==> config.mk <==
export PLATFORM = sky130hd
export DESIGN_NAME = fetch_unit
export DESIGN_NICKNAME = d
export VERILOG_FILES = /design/src/rtl/fetch_unit_pkg.sv /design/src/rtl/fetch_wait_counter.sv /design/src/rtl/fetch_unit.sv
export SDC_FILE = /design/constraint.sdc
export NUM_CORES = 1
export LEC_CHECK = 0
export ABC_AREA = 1
export ABC_CLOCK_PERIOD_IN_PS = 2300
export CAP_MARGIN = 5
export CORE_AREA = 10 10 145 147
export CTS_CLUSTER_DIAMETER = 100
export CTS_CLUSTER_SIZE = 28
export DETAILED_ROUTE_END_ITERATION = 10
export DIE_AREA = 0 0 155 157
export PLACE_DENSITY = 0.67
export SYNTH_ARGS = -nofsm -noshare
export SYNTH_HDL_FRONTEND = slang
export SYNTH_SLANG_ARGS = --single-unit
==> constraint.sdc <==
create_clock -name clk -period 2.3 [get_ports clk]
set_input_delay 0.46 -clock clk [delete_from_list [all_inputs] [get_ports clk]]
set_output_delay 0.46 -clock clk [all_outputs]
set_load 0.02 [all_outputs]
==> src/rtl/fetch_unit_pkg.sv <==
`default_nettype none
// ============================================================================
// Module   : fetch_unit_pkg
// Purpose  : Shared fetch constants, PC alignment helper and fetch FSM states.
// Revision : 1.0
// ============================================================================
package fetch_unit_pkg;

    localparam logic [31:0] PC_INCR          = 32'd4;
    localparam logic [31:0] PC_ALIGN_MASK    = 32'hFFFF_FFFC;
    localparam logic [31:0] DEFAULT_RESET_PC = 32'h0000_0000;

    typedef enum logic [1:0] {
        ST_FETCH = 2'd0,
        ST_HOLD  = 2'd1,
        ST_KILL  = 2'd2
    } fetch_state_t;

    function automatic logic [31:0] align_pc(input logic [31:0] addr);
        return addr & PC_ALIGN_MASK;
    endfunction

endpackage : fetch_unit_pkg
`default_nettype wire

==> src/rtl/fetch_wait_counter.sv <==
`default_nettype none
// ============================================================================
// Module   : fetch_wait_counter
// Purpose  : Saturating imem wait counter with clear and sticky timeout fault.
// Revision : 1.0
// ============================================================================
module fetch_wait_counter #(
    parameter int WAIT_LIMIT = 255
) (
    input  logic clk,
    input  logic rst,
    input  logic i_inc,
    input  logic i_clr,
    output logic o_fault
);

    localparam int CW = $clog2(WAIT_LIMIT + 1);
    localparam logic [CW-1:0] c_limit = CW'(WAIT_LIMIT);

    logic [CW-1:0] r_count;
    logic [CW-1:0] w_count_next;
    logic          r_fault;

    always_comb begin
        w_count_next = r_count;
        if (i_clr) begin
            w_count_next = '0;
        end else if (i_inc && (r_count != c_limit)) begin
            w_count_next = r_count + CW'(1);
        end
    end

    // Fault rises in the same cycle the count first reads WAIT_LIMIT.
    always_ff @(posedge clk) begin
        if (rst) begin
            r_count <= '0;
            r_fault <= 1'b0;
        end else begin
            r_count <= w_count_next;
            if (w_count_next == c_limit) begin
                r_fault <= 1'b1;
            end
        end
    end

    assign o_fault = r_fault;

endmodule : fetch_wait_counter
`default_nettype wire

==> src/rtl/fetch_unit.sv <==
`default_nettype none
// ============================================================================
// Module   : fetch_unit
// Purpose  : Instruction fetch stage: owns the PC, reads imem, hands {pc,inst}
//            to decode and handles redirects including in-flight squash.
// Revision : 1.0
// ============================================================================
module fetch_unit
    import fetch_unit_pkg::*;
#(
    parameter logic [31:0] RESET_PC   = DEFAULT_RESET_PC,
    parameter int          WAIT_LIMIT = 255
) (
    input  logic        clk,
    input  logic        reset,
    output logic        imem_req,
    output logic [31:0] imem_addr,
    input  logic        imem_ack,
    input  logic [31:0] imem_rdata,
    output logic [31:0] pc,
    output logic [31:0] inst,
    output logic        inst_valid,
    input  logic        inst_ready,
    input  logic [31:0] pc_next,
    input  logic        redirect,
    input  logic [31:0] redirect_pc,
    output logic        fault
);

    fetch_state_t r_state;
    logic [31:0]  r_pc;
    logic [31:0]  r_req_addr;
    logic [31:0]  r_inst;
    logic         r_inst_valid;
    logic         r_imem_req;
    logic         r_kill;

    logic [31:0]  w_redirect_pc;
    logic [31:0]  w_pc_next;
    logic         w_wait_inc;
    logic         w_wait_clr;

    assign w_redirect_pc = align_pc(redirect_pc);
    assign w_pc_next     = align_pc(pc_next);

    // A raised request can't be withdrawn, so imem_addr comes from its own
    // latch and stays on the stale address while a squash is in progress.
    always_ff @(posedge clk) begin
        if (reset) begin
            r_state      <= ST_FETCH;
            r_pc         <= RESET_PC;
            r_req_addr   <= RESET_PC;
            r_inst       <= 32'h0;
            r_inst_valid <= 1'b0;
            r_imem_req   <= 1'b0;
            r_kill       <= 1'b0;
        end else begin
            case (r_state)
                ST_FETCH: begin
                    if (!r_imem_req) begin
                        r_imem_req <= 1'b1;
                        if (redirect) begin
                            r_pc       <= w_redirect_pc;
                            r_req_addr <= w_redirect_pc;
                        end else begin
                            r_req_addr <= r_pc;
                        end
                    end else if (imem_ack) begin
                        r_imem_req <= 1'b0;
                        if (redirect) begin
                            r_pc <= w_redirect_pc;
                        end else begin
                            r_inst       <= imem_rdata;
                            r_inst_valid <= 1'b1;
                            r_state      <= ST_HOLD;
                        end
                    end else if (redirect) begin
                        r_pc    <= w_redirect_pc;
                        r_kill  <= 1'b1;
                        r_state <= ST_KILL;
                    end
                end

                ST_HOLD: begin
                    if (redirect) begin
                        r_inst_valid <= 1'b0;
                        r_pc         <= w_redirect_pc;
                        r_req_addr   <= w_redirect_pc;
                        r_imem_req   <= 1'b1;
                        r_state      <= ST_FETCH;
                    end else if (inst_ready) begin
                        r_inst_valid <= 1'b0;
                        r_pc         <= w_pc_next;
                        r_req_addr   <= w_pc_next;
                        r_imem_req   <= 1'b1;
                        r_state      <= ST_FETCH;
                    end
                end

                ST_KILL: begin
                    if (redirect) begin
                        r_pc <= w_redirect_pc;
                    end
                    if (imem_ack && r_kill) begin
                        r_kill     <= 1'b0;
                        r_imem_req <= 1'b0;
                        r_state    <= ST_FETCH;
                    end
                end

                default: begin
                    r_state    <= ST_FETCH;
                    r_imem_req <= 1'b0;
                    r_kill     <= 1'b0;
                end
            endcase
        end
    end

    assign w_wait_inc = r_imem_req & ~imem_ack;
    assign w_wait_clr = r_imem_req & imem_ack;

    fetch_wait_counter #(
        .WAIT_LIMIT (WAIT_LIMIT)
    ) u_wait_counter (
        .clk     (clk),
        .rst     (reset),
        .i_inc   (w_wait_inc),
        .i_clr   (w_wait_clr),
        .o_fault (fault)
    );

    assign imem_req   = r_imem_req;
    assign imem_addr  = r_req_addr;
    assign pc         = r_pc;
    assign inst       = r_inst;
    assign inst_valid = r_inst_valid;

endmodule : fetch_unit
`default_nettype wire

Yosys cells after proc, flatten, opt, wreduce, memory -nomap -nowiden
Index checks and enable logic that the tools add are counted.
{"block": "totals", "register_bits": 110, "latchBits": 0, "ramBits": 0, "romBits": 0, "in_bits": 101, "out_inout_bits": 99, "wordCells": 74, "memories": 0}
{"block": "classes", "add_sub_neg": 1, "mul": 0, "div_mod_pow": 0, "n_lt_le_gt_ge": 0, "n_eq_ne": 14, "shift": 0, "n_mux": 32, "bitwise": 5, "reduce_logical": 13}
{"operator": "32-bit two-way mux", "count": 4}
{"operator": "32-bit case mux with 2 select lines", "count": 2}
{"operator": "8-bit two-way mux", "count": 2}
{"operator": "5-bit AND reduction", "count": 3}
{"operator": "2-bit two-way mux", "count": 7}
{"operator": "2-bit inequality test, second input constant", "count": 7}
{"operator": "1-bit two-way mux", "count": 13}
{"operator": "3-bit inequality test, second input constant", "count": 3}
{"operator": "8-bit by 1-bit adder with 8-bit output, second input constant", "count": 1}
{"operator": "8-bit equality test, second input constant", "count": 1}
{"operator": "8-bit inequality test, second input constant", "count": 1}
{"operator": "1-bit case mux with 3 select lines", "count": 2}
{"operator": "2-bit case mux with 3 select lines", "count": 1}
{"operator": "2-bit AND reduction", "count": 2}
{"operator": "4-bit AND reduction", "count": 1}
{"operator": "2-bit nonzero test", "count": 2}
{"operator": "1-bit NOT", "count": 3}
{"operator": "3-bit AND reduction", "count": 1}
{"operator": "1-bit bitwise AND", "count": 2}
{"operator": "2-bit by 1-bit equality test with 1-bit output, second input constant", "count": 1}
{"operator": "2-bit equality test, second input constant", "count": 1}
{"operator": "1-bit logical AND", "count": 2}
{"operator": "2-bit zero test", "count": 1}
{"operator": "1-bit case mux with 2 select lines", "count": 1}
{"operator": "2-bit OR reduction", "count": 1}

Logic depth before layout (Yosys ltp)
Gate-level depths: netlist of the first run.
{"block": "logic_depth", "ltp_word": 6, "mapped_depth": 11, "ltp_nobuf": 11}

By module
Synthesis of the first run repeated with hierarchy kept, for this count alone.
{"block": "unflattened", "cells_unflattened": 821, "area_unflattened_um2": 5381.4}
{"mod": "fetch_unit", "n_inst": 1, "cells_per_inst": 732, "area_per_inst_um2": 4824.6, "seq_area_each_um2": 2021.9}
{"mod": "fetch_wait_counter", "n_inst": 1, "cells_per_inst": 89, "area_per_inst_um2": 556.8, "seq_area_each_um2": 180.2}

Worst setup path after synthesis of the first run
OpenSTA, ideal clock, no wires.
{"block": "synth_timing", "kind": "register -> register", "from": "register r_state[0]", "to": "register r_req_addr[14] (netlist: imem_addr[14])", "setup_ps": 119, "t_arrival_ps": 1439, "t_required_ps": 2181, "slack_ps": 742, "path_stages_with_launch": 12, "path_buffers": 2, "synth_period_minus_slack_ps": 1558, "cell_sequence": "dfxtp_1 > buf_4 > inv_2 > nor2_4 > inv_2 > a21oi_4 > inv_2 > nand2_1 > buf_6 > inv_2 > a211oi_1 > nor2_1"}
{"block": "synth_between", "elab_chain_cells": 3, "word_cells_on_any_way": 7, "cone_classes": "eq/ne (3); mux (1); reduce/logical (3)"}
{"item": "from (decl)", "line": "fetch_unit.sv:30", "text": "fetch_state_t r_state;"}
{"item": "from (signal assigned)", "line": "fetch_unit.sv:50", "text": "r_state <= ST_FETCH;"}
{"item": "from (signal assigned)", "line": "fetch_unit.sv:75", "text": "r_state <= ST_HOLD;"}
{"item": "from (signal assigned)", "line": "fetch_unit.sv:80", "text": "r_state <= ST_KILL;"}
{"item": "2-bit by 1-bit equality test with 1-bit output / 2-bit zero test (equally long branches)", "line": "fetch_unit.sv:58", "text": "case (r_state)"}
{"item": "3-bit inequality test (no source line) (tied with other cells)"}
{"item": "3-bit AND reduction (no source line)"}
{"item": "to (signal assigned)", "line": "fetch_unit.sv:64", "text": "r_req_addr <= w_redirect_pc;"}
{"item": "to (signal assigned)", "line": "fetch_unit.sv:66", "text": "r_req_addr <= r_pc;"}
{"item": "to (signal assigned)", "line": "fetch_unit.sv:88", "text": "r_req_addr <= w_redirect_pc;"}
{"item": "to (decl)", "line": "fetch_unit.sv:32", "text": "logic [31:0] r_req_addr;"}
Several ways; a longest one is shown, not always the timed one.
A chain may end at the register's enable or synchronous reset.

Worst setup path after layout of the first run
{"block": "layout_timing", "from": "register r_imem_req (netlist: imem_req)", "to": "output port imem_req"}
{"item": "from (decl)", "line": "fetch_unit.sv:35", "text": "logic r_imem_req;"}
{"item": "from (signal assigned)", "line": "fetch_unit.sv:55", "text": "r_imem_req <= 1'b0;"}
{"item": "from (signal assigned)", "line": "fetch_unit.sv:61", "text": "r_imem_req <= 1'b1;"}
{"item": "from (signal assigned)", "line": "fetch_unit.sv:69", "text": "r_imem_req <= 1'b0;"}
{"item": "to (decl)", "line": "fetch_unit.sv:16", "text": "output logic imem_req,"}
No word-level cell between the ends.

==> results of run 1 <==
-- state kept, by name, indices dropped and copies added, names as in the netlist --
register,count
r_kill,1
u_wait_counter.r_count,8
inst_valid,1
imem_req,1
imem_addr,32
r_state,2
inst,32
u_wait_counter.o_fault,1
pc,32
-- metal layers --
layer | GRT usage, % | wire length (um)
met1 | 17.80 | 8331
met2 | 23.90 | 8446
met3 | 3.930 | 1167
met4 | 4.723 | 357
met5 | 0 | 0
-- synth_stat cells --
cell type,instances
a211oi_1,16
a21boi_0,9
a21oi_1,55
a21oi_4,1
a31oi_1,32
buf_1,2
buf_2,8
buf_4,1
buf_6,3
clkbuf_1,37
dfxtp_1,110
ha_1,1
inv_1,51
inv_2,5
nand2_1,246
nand3_1,14
nand3b_1,1
nand4_1,2
nor2_1,55
nor2_2,1
nor2_4,1
nor3_1,5
o21ai_0,92
o21ai_1,19
o21bai_1,1
-- cell families after synthesis --
group,after synthesis
buffers and inverters,107
flip-flops,110
AND/OR/NAND/NOR,325
AO/OA/AOI/OAI,225
adder cells (fa/ha/maj),1
-- path summary, 6_finish.rpt --
kind / to / slack, ns / depth (start not counted)
setup / recovery: imem_req / 0.41 / 1
hold / removal: inst[28] / 0.44 / 2
setup reg to reg: imem_addr[2] / 0.56 / 7
hold reg to reg: inst[28] / 0.44 / 2
-- where the power goes --
group	internal (uW)	leakage (uW)	switching (uW)
sequential	2370	0.000903	264
clock	827	0.000135	724
combinational	1370	0.00199	1800
-- metrics by stage --
step	cell area, um^2	hold WS (ns)
final	7691	0.4410
after detailed placement	7402	0.4332
after CTS	7691	0.4446
after floorplan	5157	0.4500
after global routing	7691	0.4646
after global placement	7402	0.4298
-- final cells by class --
| type | count | area (um^2) | area share [%] |
|---|---|---|---|
| clock buffers | 14 | 274.0 | 3.563 |
| clock inverters | 2 | 15.01 | 0.1952 |
| inverters | 56 | 210.2 | 2.733 |
| multi-input cells | 551 | 2525 | 32.83 |
| flip-flops and latches | 110 | 2202 | 28.63 |
| well taps | 234 | 292.8 | 3.807 |
| repair buffers | 216 | 2172 | 28.24 |
-- cell usage in the layout, fill, tap and decap left out, types with 3 or more instances in the layout --
| master | netlist | final |
|---|---|---|
| clkdlybuf4s50_1 | 0 | 195 |
| o21ai_1 | 19 | 19 |
| a21oi_1 | 55 | 55 |
| o21ai_0 | 92 | 92 |
| a211oi_1 | 16 | 16 |
| inv_1 | 51 | 49 |
| inv_2 | 5 | 7 |
| clkbuf_8 | 0 | 3 |
| a21boi_0 | 9 | 9 |
| nor2_1 | 55 | 55 |
| nand2_1 | 246 | 245 |
| a31oi_1 | 32 | 32 |
| nor3_1 | 5 | 5 |
| buf_4 | 1 | 16 |
| dfxtp_1 | 110 | 110 |
| clkbuf_16 | 0 | 9 |
| buf_12 | 0 | 5 |
| nand3_1 | 14 | 13 |
==> impl_metrics.ini, run 1 <==
[cts]
ctsHoldBuffers = 0
cts_buffers = 9
clockRootBuffer = clkbuf_16
clock_latency_ns = 0.35
cts_resized = 0
clk_path_buf_depth = 2
cts_setup_buffers = 0
cts_sinks = 110
cts_tree = yes
h-tree-depth = 3
clkTransAtPathRegs_ns = 0.07

[layout]
drive_gt1_share_pct = 4.953
synthToLayoutAreaGrowth_pct = 49.13
nFillCells = 1877
nNetsFinal = 1046
antennaDiodeCount = 0
final_cells = 1183
postLayoutCoreUtil_pct = 41.96

[sta]
max_freq_mhz = 527.8
rsz0062_at_grt = no
maxSlewViolCount = 0
hold_viol_final = 0
maxSlewHeadroom_pct = 66.50
tightest_slew_ns = 0.5024
setup_ws_ns = 0.4052
tns_ns = 0
fin_crit_sh_pct = 82.38
setup_viol = 0
period_needed_ns = 1.895
worst_clock_skew_ns = 0.007378

[placed_design]
dp.cells = 1167
post-dp-hpwl_mm = 12.80
portBuffers = 195
post-place-ws_ns = 0.1822
gp_routability_congestion = 0.8322

[logic_synthesis]
syn_avg_cell_area_um2 = 6.715
synthDistinctLibCells = 25
yosys_warnings = 0
syn-num-nets = 870
synth.cell_area_um2 = 5157
synth_top_family_by_area = simple AND/OR/NAND/NOR gates
synth_fa_ha_area_share_pct = 0.2426
netlist_top_cells_area = dfxtp_1 43%, nand2_1 18%, o21ai_0 8.9%
synthXorXnorAreaFrac_pct = 0
synth-seq-area-share_pct = 42.70
synth_compound_area_share_pct = 24.09
post-synth-top-area-cell = dfxtp_1
synth_seq_cells = 110
synth.area.mux_share_pct = 0
syn_inst = 768
synthSimpleGateAreaFrac_pct = 24.48
yosysTopAreaCellShare_pct = 42.70

[global_routing]
grt_antenna_before_repair = 0
grtUsageTotal_pct = 14.46
grt_start_max_net_pins = 67
overflow = 0
grt_pass1_wl_mm = 28.60
grt_pass1_vias = 5372

[critical_path]
cp-start-kind = flop
cpMaxStageDelayCell = clkdlybuf4s50_1
reg2reg_from = r_state[0]
cp_data_required_time_ns = 1.84
path_delay_family = buffers and inverters
cp-startpoint = imem_req
crit_fanout = 6
path_class = reg -> out
max_stage_delay_ns = 0.65
arrival_ns = 1.43
path_cells = clkdlybuf4s50_1
worst-path-buf-inv = 1
end_kind = output pin

[routing]
ant_nets = 0
drt_pass1_iterations = 6
routed_wl_mm = 18.30
vias_per_cell = 4.684
drc_errors = 0
wl_per_cell_um = 15.47
vias = 5541
drt_iter0_markers = 279

[die]
die_h_um = 157
die_w_um = 155
die_area_um2 = 24340
initial_core_util_pct = 28.14
ios = 200
fp-row-count = 50
coreArea_um2 = 18330

[min_path]
hold_start = inst[28]
min_path_type = reg -> reg

[power_and_ir_drop]
power_leakage_uw = 0.003032
power_uw = 7360
cellPowerDensity_nw_per_um2 = 956.9
vdd_ir_drop_max_uv = 488.0

[run_status]
status = completed

[job]
drv_cap = 0
(Power assumes the default switching activity.)
==> run 2, diff against run 1 <==
- ABC_CLOCK_PERIOD_IN_PS: 2300 -> 1800
- clock period: 2.3 -> 1.8 ns (I/O delays scaled with it)
==> impl_metrics.ini, run 2 (synthesized netlist as in run 1, its figures left out) <==
[critical_path]
reg2reg_depth = 11
path_delay_family = buffers and inverters
crit_fanout = 3
path_class = reg -> out
cp_data_required_time_ns = 1.44
cp-start-kind = flop
max_stage_delay_ns = 0.66
cpMaxStageDelayCell = clkdlybuf4s50_1
rrSetupSlack_ns = 0.20
cp.depth = 1
path_cells = clkdlybuf4s50_1
end_kind = output pin
worst-path-buf-inv = 1
arrival_ns = 1.37

[sta]
max_freq_mhz = 578.4
tightest_slew_ns = 0.4901
whs_ns = 0.4422
worst_clock_skew_ns = 0.006205
tns_ns = 0
period_needed_ns = 1.729
rsz0062_at_grt = no
setup_viol = 0
maxSlewViolCount = 0
hold_viol_final = 0
fin_crit_sh_pct = 96.06
maxSlewHeadroom_pct = 67.32

[power_and_ir_drop]
p_int_uw = 6108
sw_frac_of_total_pct = 37.06
power_frac_comb_pct = 42.7
p_sw_uw = 3597
clkPwrFrac_pct = 22.6
power_frac_seq_pct = 34.7
power_leakage_uw = 0.003192
cellPowerDensity_nw_per_um2 = 1225
vdd_ir_drop_max_uv = 792.9

[run_status]
status = completed

[placed_design]
portBuffers = 195
placed_area_um2 = 7590
gp_routability_congestion = 0.7926
post-dp-hpwl_mm = 13.18

[layout]
nNetsFinal = 1066
synthToLayoutAreaGrowth_pct = 53.57
nFillCells = 1907
final_area_um2 = 7920
final_cell_mix = 244 x nand2_1, 192 x clkdlybuf4s50_1, 110 x dfxtp_1
antennaDiodeCount = 0
drive_gt1_share_pct = 7.224
layout_commonest_cell = nand2_1

[cts]
clkTransAtPathRegs_ns = 0.07
cts_sinks = 110
cts_setup_buffers = 0
clock_latency_ns = 0.35
h-tree-depth = 3
cts_buffers = 9
cts_tree = yes
clk_path_buf_depth = 2
clockRootBuffer = clkbuf_16
ctsHoldBuffers = 0

[die]
initial_core_util_pct = 28.14
die_h_um = 157
fp-row-count = 50
die_w_um = 155
coreArea_um2 = 18330
ios = 200
die_area_um2 = 24340

[global_routing]
grt_start_max_net_pins = 67
grt_pass1_vias = 5299
grt_pass1_wl_mm = 28.94
grtUsageTotal_pct = 14.62
grt_antenna_before_repair = 0
overflow = 0

[routing]
drt_iter0_markers = 281
drt_pass1_iterations = 4
vias_per_cell = 4.730
drc_errors = 0
wl_per_cell_um = 15.21
vias = 5690
ant_nets = 0
routed_wl_mm = 18.30

[job]
drv_cap = 0

[min_path]
min_path_type = reg -> reg
hold_depth = 2
[run 2: changes by cell type in the layout (fill, tap and decap cells not counted)]
cell,delta
clkinv_2,+2
clkbuf_1,-2
dlygate4sd2_1,+1
clkdlybuf4s50_1,-3
buf_4,+17
nand2_1,-1
bufinv_16,+2
clkbuf_8,-2
dlymetal6s2s_1,+2
buf_12,+3
nand2_2,+1
[run 2: path summary, 6_finish.rpt]
kind / startpoint / endpoint
max: pc[29] / pc[29]
min: inst[31] / inst[31]
max reg2reg: u_wait_counter.r_count[0] / u_wait_counter.o_fault
min reg2reg: inst[31] / inst[31]
[run 2: repair_timing]
action                     4_1_cts  5_1_grt
resized for setup                1        3
setup endpoints to repair        1        3
cloned                           0        0
[run 2: cell type report]
cell class	count	area, um^2	area share (%)
Multi-Input combinational cell	551	2527	31.91
Timing Repair Buffer	236	2364	29.84
Sequential cell	110	2202	27.80
Tap cell	234	292.8	3.697
Clock buffer	10	239.0	3.017
Inverter	56	210.2	2.654
Clock inverter	6	85.08	1.074
[run 2: power by group through the flow]
| stage | Sequential (uW) | Combinational (uW) | Clock (uW) |
|---|---|---|---|
| finish | 3370 | 4140 | 2190 |
| global route | 3460 | 4540 | 2380 |
| CTS | 3370 | 4190 | 2280 |
| detailed placement | 3420 | 4180 | 0 |
| global placement | 3410 | 4160 | 0 |
| floorplan | 4070 | 1550 | 0 |
[run 2: tightest hold or removal path: cells and delay by family (launching register included)]
family | cells | cell delay, ns
compound gates | 1 | 0.05
buf+inv | 1 | 0.04
flops | 1 | 0.31
[run 2: per-stage QoR]
stage / total power [uW] / cells / setup WS, ns / util (%)
6_report: 9705 / 1203 / 0.07099 / 43.21
3_3_place_gp: 7571 / 1187 / -0.1134 / 41.41
2_1_floorplan: 5618 / 768 / 0.2421 / -
4_1_cts: 9849 / 1203 / 0.03678 / 43.17
5_1_grt: 10380 / 1203 / 0.009916 / 43.21
3_5_place_dp: 7604 / 1187 / -0.1086 / 41.41
[run 2: layer usage]
metal / up-vias / share of wire [%] / global-route usage (%)
met1: 2579 / 44 / 18.22
met4: 0 / 1.2 / 4.588
met3: 14 / 8.3 / 4.394
met2: 173 / 47 / 23.64
li1: 2924 / - / -
met5: - / 0 / 0
